**src/rtl/instr_loader.sv**
```systemverilog
// rtl/instr_loader.sv - byte-stream program loader driving the core's instruction-memory write port
// Holds the core in reset while a header-prefixed stream of big-endian words is written.
module instr_loader #(
  parameter int unsigned       ADDR_W    = 32,
  parameter logic [ADDR_W-1:0] BASE_ADDR = '0,
  parameter int unsigned       MEM_WORDS = 256
) (
  input  logic              clock_in,
  input  logic              reset_in,
  input  logic              start_in,
  input  logic [7:0]        byte_in,
  input  logic              byte_valid_in,
  output logic              byte_ready_out,
  output logic              instrWrite_out,
  output logic [ADDR_W-1:0] instr_address_out,
  output logic [31:0]       instr_out,
  output logic              cpu_reset_out,
  output logic              busy_out,
  output logic              done_out,
  output logic              error_out,
  output logic [15:0]       words_loaded_out
);

  localparam logic [2:0] S_IDLE   = 3'd0;
  localparam logic [2:0] S_HDR_HI = 3'd1;
  localparam logic [2:0] S_HDR_LO = 3'd2;
  localparam logic [2:0] S_CHECK  = 3'd3;
  localparam logic [2:0] S_WORD   = 3'd4;
  localparam logic [2:0] S_WRITE  = 3'd5;
  localparam logic [2:0] S_DONE   = 3'd6;
  localparam logic [2:0] S_ERROR  = 3'd7;

  logic [2:0]        state_q, state_d;
  logic [15:0]       count_q, count_d;
  logic [1:0]        idx_q, idx_d;
  logic [23:0]       asm_q, asm_d;
  logic [31:0]       instr_q, instr_d;
  logic [ADDR_W-1:0] addr_q, addr_d;
  logic [15:0]       words_q, words_d;
  logic              ready_q, ready_d;
  logic              wr_q, wr_d;
  logic              busy_q, busy_d;
  logic              done_q, done_d;
  logic              error_q, error_d;
  logic              cpu_rst_q, cpu_rst_d;
  logic              accept;

  assign accept = byte_valid_in && ready_q;

  always_comb begin
    state_d = state_q;
    count_d = count_q;
    idx_d   = idx_q;
    asm_d   = asm_q;
    instr_d = instr_q;
    addr_d  = addr_q;
    words_d = words_q;
    case (state_q)
      S_IDLE, S_DONE, S_ERROR: begin
        if (start_in) begin
          state_d = S_HDR_HI;
          words_d = '0;
          addr_d  = BASE_ADDR;
        end
      end
      S_HDR_HI: begin
        if (accept) begin
          count_d[15:8] = byte_in;
          state_d       = S_HDR_LO;
        end
      end
      S_HDR_LO: begin
        if (accept) begin
          count_d[7:0] = byte_in;
          state_d      = S_CHECK;
        end
      end
      S_CHECK: begin
        idx_d = '0;
        if (count_q == 16'd0) begin
          state_d = S_DONE;
        end else if ({16'd0, count_q} > MEM_WORDS) begin
          state_d = S_ERROR;
        end else begin
          state_d = S_WORD;
        end
      end
      S_WORD: begin
        if (accept) begin
          idx_d = idx_q + 2'd1;
          asm_d = {asm_q[15:0], byte_in};
          if (idx_q == 2'd3) begin
            instr_d = {asm_q, byte_in};
            state_d = S_WRITE;
          end
        end
      end
      S_WRITE: begin
        addr_d  = addr_q + ADDR_W'(4);
        words_d = words_q + 16'd1;
        state_d = (words_q + 16'd1 == count_q) ? S_DONE : S_WORD;
      end
      default: state_d = S_IDLE;
    endcase

    // Status outputs are registered copies of what the next state implies.
    ready_d   = (state_d == S_HDR_HI) || (state_d == S_HDR_LO) || (state_d == S_WORD);
    wr_d      = (state_d == S_WRITE);
    busy_d    = (state_d >= S_HDR_HI) && (state_d <= S_WRITE);
    done_d    = (state_d == S_DONE);
    error_d   = (state_d == S_ERROR);
    cpu_rst_d = (state_d != S_DONE);
  end

  always_ff @(posedge clock_in) begin
    if (reset_in) begin
      state_q   <= S_IDLE;
      count_q   <= '0;
      idx_q     <= '0;
      asm_q     <= '0;
      instr_q   <= '0;
      addr_q    <= BASE_ADDR;
      words_q   <= '0;
      ready_q   <= 1'b0;
      wr_q      <= 1'b0;
      busy_q    <= 1'b0;
      done_q    <= 1'b0;
      error_q   <= 1'b0;
      cpu_rst_q <= 1'b1;
    end else begin
      state_q   <= state_d;
      count_q   <= count_d;
      idx_q     <= idx_d;
      asm_q     <= asm_d;
      instr_q   <= instr_d;
      addr_q    <= addr_d;
      words_q   <= words_d;
      ready_q   <= ready_d;
      wr_q      <= wr_d;
      busy_q    <= busy_d;
      done_q    <= done_d;
      error_q   <= error_d;
      cpu_rst_q <= cpu_rst_d;
    end
  end

  assign byte_ready_out    = ready_q;
  assign instrWrite_out    = wr_q;
  assign instr_address_out = addr_q;
  assign instr_out         = instr_q;
  assign cpu_reset_out     = cpu_rst_q;
  assign busy_out          = busy_q;
  assign done_out          = done_q;
  assign error_out         = error_q;
  assign words_loaded_out  = words_q;

endmodule

```
**config.mk**
```make
export PLATFORM = sky130hd
export DESIGN_NAME = instr_loader
export DESIGN_NICKNAME = d
export VERILOG_FILES = /design/src/rtl/instr_loader.sv
export SDC_FILE = /design/constraint.sdc
export NUM_CORES = 1
export LEC_CHECK = 0
export BUFFER_PORTS_ARGS = -buffer_cell sky130_fd_sc_hd__buf_2
export CAP_MARGIN = 10
export CELL_PAD_IN_SITES_DETAIL_PLACEMENT = 1
export CELL_PAD_IN_SITES_GLOBAL_PLACEMENT = 1
export CORE_ASPECT_RATIO = 0.5
export CORE_MARGIN = 2
export CORE_UTILIZATION = 37
export DETAILED_ROUTE_END_ITERATION = 10
export PLACE_DENSITY_LB_ADDON = 0.2
export SLEW_MARGIN = 20
export SYNTH_ARGS = -nofsm -noshare
export SYNTH_HDL_FRONTEND = slang
export SYNTH_SLANG_ARGS = --single-unit
```
**constraint.sdc**
```tcl
create_clock -name clock_in -period 2.2 [get_ports clock_in]
set_input_delay 0.11 -clock clock_in [delete_from_list [all_inputs] [get_ports clock_in]]
set_output_delay 0.11 -clock clock_in [all_outputs]
set_load 0.02 [all_outputs]
```
==> flow_metrics.env, run 1 <==
export IMPL_clkTransAtPathRegs_ns=0.06
export IMPL_status="finished with violations"
export IMPL_ys_types=63
export IMPL_hold_path_class="in2reg"
export IMPL_ys_ff_latch=129
export IMPL_htreeDepth=4
export IMPL_n_antenna_cell=0
export IMPL_hold_viol=0
export IMPL_met2_length_um=9580
export IMPL_wirelength_um=19700
export IMPL_overflow=0
export IMPL_synth_avg_cell_area_um2=7.88
export IMPL_gp_congestion=0.871
export IMPL_fin_crit_sh=1.01
export IMPL_placed_cells=1069
export IMPL_setup_viol=2
export IMPL_ys_async_sr_fraction=0
export IMPL_ff2ff_setup_slack_ns=-0.01
export IMPL_r2r_cells=8
export IMPL_core_area_mm2=0.0155
export IMPL_first_iter_violations=342
export IMPL_vias_per_cell=5.45
export IMPL_crit_arrival_ns=2.53
export IMPL_dp_hpwl_um=12800
export IMPL_die_w_um=183
export IMPL_crit_path_start_kind="flip-flop"
export IMPL_path_max_fanout=5
export IMPL_pin_count=98
export IMPL_cap_violations=0
export IMPL_ys_seq_area_frac=0.435
export IMPL_grt_setup_unrepaired="yes"
export IMPL_cts_buffers=17
export IMPL_criticalPathCategory="reg2reg"
export IMPL_cts_buffer_depth=2
export IMPL_wl_met3_um=776
export IMPL_synthCells=753
export IMPL_synth_top_flop_cell="dfxtp_1"
export IMPL_end_kind="flip-flop"
export IMPL_grt_max_degree=52
export IMPL_synth_edf_count=0
export IMPL_clk_latency_ns=0.43
export IMPL_numClockSinks=129
export IMPL_topRoutingLayerUsed="met4"
export IMPL_crit_required_ns=2.52
export IMPL_hold_depth=2
export IMPL_grt_antenna_before_repair=0
export IMPL_die_h_um=93.6
export IMPL_dr_pass1_iters=5
export IMPL_peakVddDrop_uv=565
export IMPL_met1_length_um=8880
export IMPL_leakage_nw=3.23
export IMPL_via_count=6077
export IMPL_tritoncts="built"
export IMPL_ant_nets=0
export IMPL_grt_pass1_vias=6237
export IMPL_cellPowerDensity_mw_per_mm2=689
export IMPL_report_final_slew_viol_count=0
export IMPL_fin_nets=914
export IMPL_most_common_layout_cells="155 x nand2_1, 118 x dfxtp_1, 94 x buf_2"
export IMPL_fillers=1890
export IMPL_gr_usage_all_layers=0.231
export IMPL_initial_core_util=0.382
export IMPL_drc=0
export IMPL_grt_pass1_wl_um=31400
export IMPL_timing_rr_end="instrWrite_out"
export IMPL_place_ws_ns=-0.162
export IMPL_min_to="state_q[0]"
export IMPL_rows=32
export IMPL_violations="setup timing"
export IMPL_cts_root_buf="clkbuf_16"
export IMPL_regToRegStartpoint="words_loaded_out[11]"
export IMPL_numPortBuffers=95
export IMPL_skew_ns=0.0118
export IMPL_max_freq_mhz=452
export IMPL_yosys_warnings=0
export IMPL_die_area_mm2=0.0171
export IMPL_final_common_cell="nand2_1"
export IMPL_fin_setup_tns_ns=-0.0172
export IMPL_drive_gt1_frac=0.270
export IMPL_post_route_min_period_ns=2.21
export IMPL_setup_slack_ns=-0.0140
export IMPL_hp_start="reset_in"
export IMPL_post_drt_wl_per_cell_um=17.6
export IMPL_synth_area_mm2=0.00594
export IMPL_area_growth_syn_to_layout_pct=33.5
export IMPL_fin_cells=1115
through the flow:
step / power, W / instance area [um2] / utilization / hold slack [ns]
2_1_floorplan: 0.00257 / 5990 / - / 0.246
3_3_place_gp: 0.00267 / 7050 / 0.454 / 0.408
3_5_place_dp: 0.00267 / 7050 / 0.454 / 0.405
4_1_cts: 0.00551 / 7760 / 0.500 / 0.112
5_1_grt: 0.00565 / 7920 / 0.510 / 0.144
6_report: 0.00546 / 7920 / 0.510 / 0.129
area by class of cell:
| type | instances | area, um2 | share of cell area |
|---|---|---|---|
| inverter | 9 | 33.8 | 0.00426 |
| sequential | 129 | 2600 | 0.329 |
| clock buffer | 18 | 429 | 0.0542 |
| timing repair buffer | 178 | 1170 | 0.148 |
| tap | 204 | 255 | 0.0322 |
| clock inverter | 14 | 145 | 0.0183 |
| multi-input combinational | 563 | 3290 | 0.415 |
worst max-delay path: stages, from the launching register on:
cell	delay (ns)
dfxtp_1	0.39
nand4_4	0.18
or4_4	0.58
a211oi_2	0.19
a311oi_2	0.08
nor4_4	0.29
buf_4	0.19
nor2_4	0.05
and3_4	0.17
metal layers:
metal  vias up  global-route usage
met4         0              0.0847
li1       2931                   -
met2       124               0.422
met1      2987               0.267
met5         -                   0
met3        35              0.0506
synthesized netlist by cell type (9+ instances only):
master	n	area share
a21oi_1	90	0.076
a311oi_1	20	0.030
a31oi_1	12	0.013
clkbuf_1	40	0.025
dfxtp_1	129	0.44
inv_1	9	0.0057
mux2i_1	17	0.029
nand2_1	155	0.098
nand3_1	21	0.018
nor2_1	76	0.048
nor3_1	14	0.012
o21ai_0	28	0.024
xor2_1	10	0.015
where the power goes:
group	switching [W]	internal, W
sequential	0.00000997	0.00234
combinational	0.000183	0.000101
clock	0.00123	0.00160
total	0.00142	0.00404
sequential cells by signal (all words and copies together), names as in the netlist, 2 cells and up:
| signal | flops |
|---|---|
| words_loaded_out | 16 |
| idx_q | 2 |
| instr_out | 32 |
| instr_address_out | 30 |
| asm_q | 24 |
| count_q | 16 |
| state_q | 3 |
logic make-up (layout without fill, tap and decap cells):
kind of cell / Yosys count / after routing / synth area share
compound gates: 186 / 186 / 0.194
xor+xnor: 17 / 17 / 0.0251
fa+ha+maj: 4 / 4 / 0.00843
other cells: 1 / 2 / 0.000632
buf+inv: 62 / 219 / 0.0432
mux: 17 / 17 / 0.0287
flops: 129 / 129 / 0.435
simple gates: 337 / 337 / 0.265
what timing repair did:
item | CTS | global route
hold buffers | 8 | 0
buffers inserted | 1 | 6
pin swaps | 5 | 13
endpoints found under the hold margin | 14 | 0
gates resized for setup | 8 | 29
endpoints found under the setup margin | 7 | 14
worst max-delay path by stage:
stage	startpoint	to	slack (ns)	depth (start not counted)
floorplan	words_loaded_out[0]	instrWrite_out	-0.04	9
global placement	words_loaded_out[1]	instrWrite_out	-0.06	8
detailed placement	words_loaded_out[5]	instrWrite_out	-0.16	7
CTS	words_loaded_out[1]	instrWrite_out	-0.06	9
global route	words_loaded_out[10]	byte_ready_out	-0.12	8
finish	words_loaded_out[11]	instrWrite_out	-0.01	8
Note: power is estimated with default switching activity, not from simulation.
==> inputs of run 2 (changes only) <==
--- a/config.mk
+++ b/config.mk
@@ -15,4 +15,5 @@
 export DETAILED_ROUTE_END_ITERATION = 10
 export PLACE_DENSITY_LB_ADDON = 0.2
+export REMOVE_ABC_BUFFERS = 1
 export SLEW_MARGIN = 20
 export SYNTH_ARGS = -nofsm -noshare
==> constraint.sdc (replaced) <==
create_clock -name clock_in -period 2.2 [get_ports clock_in]
set_input_delay 0.11 -clock clock_in [delete_from_list [all_inputs] [get_ports clock_in]]
set_output_delay 0.11 -clock clock_in [all_outputs]
set_load 0.01 [all_outputs]
==> flow_metrics.env, run 2 (same netlist as run 1, synthesis figures left out) <==
export IMPL_status="finished with violations"
export IMPL_area_growth_syn_to_layout_pct=32.7
export IMPL_grt_antenna_before_repair=0
export IMPL_gp_congestion=0.850
export IMPL_criticalPathCategory="reg2reg"
export IMPL_largest_reg_flops=32
export IMPL_n_antenna_cell=0
export IMPL_post_drt_wl_per_cell_um=16.8
export IMPL_p_seq_frac=0.422
export IMPL_regArea_mm2=0.00260
export IMPL_overflow=0
export IMPL_cellPowerDensity_mw_per_mm2=709
export IMPL_fin_nets=911
export IMPL_p_sw_frac=0.238
export IMPL_skew_ns=0.00877
export IMPL_p_int_w=0.00425
export IMPL_grt_max_degree=49
export IMPL_ant_nets=0
export IMPL_grt_setup_unrepaired="yes"
export IMPL_setup_viol=6
export IMPL_worst_path_max_delay_cell="dfxtp_2"
export IMPL_max_slew_margin_rel=0.587
export IMPL_most_common_layout_cells="155 x nand2_1, 120 x dfxtp_1, 94 x buf_2"
export IMPL_final_common_cell="nand2_1"
export IMPL_wirelength_um=18700
export IMPL_fin_crit_sh=1.04
export IMPL_pin_count=98
export IMPL_p_clk_frac=0.527
export IMPL_dr_pass1_iters=4
export IMPL_tritoncts="built"
export IMPL_fin_util=0.507
export IMPL_p_switching_w=0.00133
export IMPL_drc=0
export IMPL_numPortBuffers=95
export IMPL_gr_usage_all_layers=0.225
export IMPL_end_kind="flip-flop"
export IMPL_setup_slack_ns=-0.0955
export IMPL_crit_path_start_kind="flip-flop"
export IMPL_path_max_fanout=6
export IMPL_dp_hpwl_um=12300
export IMPL_core_area_mm2=0.0155
export IMPL_crit_buf_inv=2
export IMPL_placed_cells=1068
export IMPL_first_iter_violations=276
export IMPL_crit_family="compound AO/OA/AOI/OAI gates"
export IMPL_clkTransAtPathRegs_ns=0.06
export IMPL_cap_violations=0
export IMPL_drive_gt1_frac=0.262
export IMPL_htreeDepth=4
export IMPL_via_count=5963
export IMPL_initial_core_util=0.382
export IMPL_ff2ff_setup_slack_ns=-0.1
export IMPL_multiInputGateArea_mm2=0.00323
export IMPL_slowest_delay_ns=0.34
export IMPL_cts_buffers=17
export IMPL_report_final_slew_viol_count=0
export IMPL_cts_root_buf="clkbuf_16"
export IMPL_cts_buffer_depth=2
export IMPL_crit_required_ns=2.51
export IMPL_combinationalPowerShare=0.051
export IMPL_path_cells="ha_4 -> buf_6 -> xnor2_2 -> a221o_1 -> a211oi_2 -> o2111ai_2 -> nor4_4 -> buf_4 -> nor2_4 -> and3_1"
export IMPL_max_freq_mhz=436
export IMPL_numClockSinks=129
export IMPL_die_area_mm2=0.0171
export IMPL_fillers=1909
export IMPL_violations="setup timing"
export IMPL_vias_per_cell=5.36
export IMPL_die_h_um=93.6
export IMPL_peakVddDrop_uv=510
export IMPL_clk_latency_ns=0.42
export IMPL_grt_pass1_wl_um=30700
export IMPL_hold_path_class="in2reg"
export IMPL_die_w_um=183
export IMPL_hold_viol=0
export IMPL_crit_arrival_ns=2.61
export IMPL_grt_pass1_vias=5994
export IMPL_fin_cells=1112
export IMPL_post_route_min_period_ns=2.30
export IMPL_leakage_nw=3.19
export IMPL_rows=32
export IMPL_worst_pin_slew_ns=0.620
export IMPL_place_ws_ns=-0.171
## run 2: changes by cell type in the layout (fill, tap and decap cells not counted), moves of 2 or more
cell	before	now
inv_8	3	1
dfxtp_1	118	120
dfxtp_4	3	1
inv_6	5	3
clkinv_4	2	4
nand4_4	2	0
nor2_2	2	0
buf_4	70	66
nand4_2	0	2
bufinv_16	1	3
## run 2: path summary, 6_finish.rpt
kind / start / to / depth (start not counted)
worst max-delay path: words_loaded_out[0] / instrWrite_out / 10
worst min-delay path: reset_in / state_q[1] / 2
worst max register to register: words_loaded_out[0] / instrWrite_out / 10
worst min register to register: instr_out[30] / instr_out[30] / 2
## run 2: metal layers
| metal | part of all wire | GRT usage |
|---|---|---|
| met1 | 0.49 | 0.291 |
| met2 | 0.46 | 0.381 |
| met3 | 0.037 | 0.0506 |
| met4 | 0.011 | 0.0573 |
| met5 | 0 | 0 |
## run 2: final cells by class
class                           count  share of cell area
Clock buffer                       18              0.0545
Clock inverter                     14              0.0229
Inverter                            9             0.00429
Multi-Input combinational cell    563               0.410
Sequential cell                   129               0.330
Tap cell                          204              0.0324
Timing Repair Buffer              175               0.146
## run 2: metrics by stage
step	cell area (um2)	power [W]	TNS, ns	hold WS (ns)
floorplan	5720	0.00252	-1.96	0.179
global placement	7000	0.00267	-0.508	0.405
detailed placement	7000	0.00268	-0.892	0.406
CTS	7710	0.00564	-0.236	0.182
global route	7880	0.00578	-1.04	0.204
finish	7880	0.00558	-0.336	0.189
## run 2: power groups by stage
stage | Clock, W | Combinational (W) | Sequential, W
2_1_floorplan | 0 | 0.000104 | 0.00242
5_1_grt | 0.00311 | 0.000310 | 0.00236
4_1_cts | 0.00300 | 0.000280 | 0.00236
6_report | 0.00294 | 0.000283 | 0.00236
3_3_place_gp | 0 | 0.000259 | 0.00241
3_5_place_dp | 0 | 0.000267 | 0.00241
## run 2: worst register-to-register path: stages (launching register included)
cell       delay, ns
dfxtp_2         0.34
ha_4            0.18
buf_6           0.13
xnor2_2         0.12
a221o_1         0.33
a211oi_2        0.26
o2111ai_2       0.18
nor4_4          0.23
buf_4           0.18
nor2_4          0.06
and3_1          0.19
## run 2: what timing repair did
action                     in CTS  in global routing
pin swaps                      10                 10
setup endpoints to repair       7                 14
hold endpoints to repair       16                  0
gates resized for setup         7                 29
hold buffers                    8                  0
buffers inserted                0                  4
==> inputs of run 3 (changes only) <==
- PLACE_DENSITY_LB_ADDON: 0.2 -> 0.25
==> flow_metrics.env, run 3 (same netlist as run 1, synthesis figures left out) <==
export IMPL_via_count=5936
export IMPL_cts_buffer_depth=2
export IMPL_ff2ff_setup_slack_ns=-0.12
export IMPL_n_antenna_cell=0
export IMPL_hold_viol=0
export IMPL_grt_pass1_wl_um=30100
export IMPL_numPortBuffers=95
export IMPL_path_cells="ha_4 -> buf_6 -> xnor2_1 -> a221o_1 -> a211oi_2 -> o2111ai_2 -> nor4_4 -> buf_4 -> o31a_1 -> a31oi_1"
export IMPL_gp_congestion=0.844
export IMPL_clk_latency_ns=0.43
export IMPL_slowest_delay_ns=0.38
export IMPL_drc=0
export IMPL_dp_hpwl_um=12000
export IMPL_fin_nets=905
export IMPL_drive_gt1_frac=0.253
export IMPL_wirelength_um=18500
export IMPL_first_iter_violations=337
export IMPL_cp_depth=10
export IMPL_cap_violations=0
export IMPL_max_freq_mhz=431
export IMPL_path_max_fanout=5
export IMPL_final_common_cell="nand2_1"
export IMPL_tritoncts="built"
export IMPL_violations="setup timing"
export IMPL_max_slew_margin_rel=0.634
export IMPL_globalRouteMet2Util=0.370
export IMPL_p_total_w=0.00551
export IMPL_place_ws_ns=-0.139
export IMPL_grt_pass1_vias=5953
export IMPL_peakVddDrop_uv=485
export IMPL_pin_count=98
export IMPL_initial_core_util=0.382
export IMPL_detailed_place_area_mm2=0.00695
export IMPL_min_to="words_loaded_out[13]"
export IMPL_use_met1=0.284
export IMPL_htreeDepth=4
export IMPL_crit_family="compound AO/OA/AOI/OAI gates"
export IMPL_skew_ns=0.00856
export IMPL_hold_path_class="in2reg"
export IMPL_most_common_layout_cells="154 x nand2_1, 125 x dfxtp_1, 94 x buf_2"
export IMPL_die_area_mm2=0.0171
export IMPL_timing_rr_end="busy_out"
export IMPL_grt_setup_unrepaired="yes"
export IMPL_hold_depth=2
export IMPL_end_kind="flip-flop"
export IMPL_regToRegStartpoint="words_loaded_out[1]"
export IMPL_fin_cells=1106
export IMPL_hp_start="reset_in"
export IMPL_post_route_min_period_ns=2.32
export IMPL_gr_usage_all_layers=0.223
export IMPL_status="finished with violations"
export IMPL_grt_max_degree=60
export IMPL_crit_buf_inv=2
export IMPL_setup_slack_ns=-0.121
export IMPL_numClockSinks=129
export IMPL_cts_root_buf="clkbuf_16"
export IMPL_cts_buffers=17
export IMPL_fillers=1877
export IMPL_setup_viol=7
export IMPL_worst_path_max_delay_cell="nor4_4"
export IMPL_grt_use_met3=0.0533
export IMPL_criticalPathCategory="reg2reg"
export IMPL_ant_nets=0
export IMPL_die_h_um=93.6
export IMPL_fin_crit_sh=1.05
export IMPL_placed_cells=1062
export IMPL_area_growth_syn_to_layout_pct=31.0
export IMPL_largest_reg_flops=32
export IMPL_cellPowerDensity_mw_per_mm2=708
export IMPL_die_w_um=183
export IMPL_worst_pin_slew_ns=0.548
export IMPL_vias_per_cell=5.37
export IMPL_report_final_slew_viol_count=0
export IMPL_crit_arrival_ns=2.63
export IMPL_rows=32
export IMPL_r2r_cells=10
export IMPL_clkTransAtPathRegs_ns=0.06
export IMPL_finalInstanceArea_mm2=0.00778
export IMPL_dr_pass1_iters=4
export IMPL_grt_antenna_before_repair=0
export IMPL_leakage_nw=3.14
export IMPL_crit_path_start_kind="flip-flop"
export IMPL_top_usage_layer="met2"
export IMPL_crit_required_ns=2.51
export IMPL_overflow=0
export IMPL_core_area_mm2=0.0155
export IMPL_post_drt_wl_per_cell_um=16.7
[run 3: changes by cell type in the layout (fill, tap and decap cells not counted), moves of 2 or more]
cell and change:
buf_4 -3, nor2_2 +2, buf_6 -3, dfxtp_1 +5
dfxtp_2 -5, nor2_4 -2
[run 3: report_power, final]
part | switching (W) | internal [W]
sequential | 0.0000113 | 0.00235
combinational | 0.000170 | 0.0000955
clock | 0.00117 | 0.00171
total | 0.00135 | 0.00415
[run 3: layer usage]
layer | wire, um | share of wire
met3 | 872 | 0.047
met2 | 8740 | 0.47
met5 | 0 | 0
met4 | 137 | 0.0074
met1 | 8770 | 0.47
[run 3: worst max path at each step]
stage                         from  slack, ns             end
6_report       words_loaded_out[1]      -0.12        busy_out
5_1_grt        words_loaded_out[1]      -0.22        busy_out
4_1_cts        words_loaded_out[1]     -0.004       error_out
3_5_place_dp   words_loaded_out[0]      -0.14       error_out
3_3_place_gp   words_loaded_out[0]      -0.11       error_out
2_1_floorplan  words_loaded_out[0]      -0.31  instrWrite_out
[run 3: per-stage QoR]
stage	utilization	TNS, ns	hold WS, ns
2_1_floorplan	-	-1.96	0.179
3_3_place_gp	0.448	-0.441	0.395
6_report	0.501	-0.534	0.145
5_1_grt	0.501	-1.42	0.163
4_1_cts	0.494	-0.00391	0.132
3_5_place_dp	0.448	-0.761	0.402
[run 3: timing repair]
action	in CTS	in global routing
setup endpoints to repair	8	16
resized for setup	12	14
pin swaps	7	5
endpoints found under the hold margin	21	0
hold buffers	8	0
buffers inserted	0	4
[run 3: final cells by class]
class                   instances  area (um2)  share of cell area
well taps                     204         255              0.0328
clock buffers                  18         439              0.0565
repair buffers                169        1090               0.141
flip-flops and latches        129        2590               0.333
inverters                       9        33.8             0.00434
multi-input cells             563        3210               0.413
clock inverters                14         155              0.0200
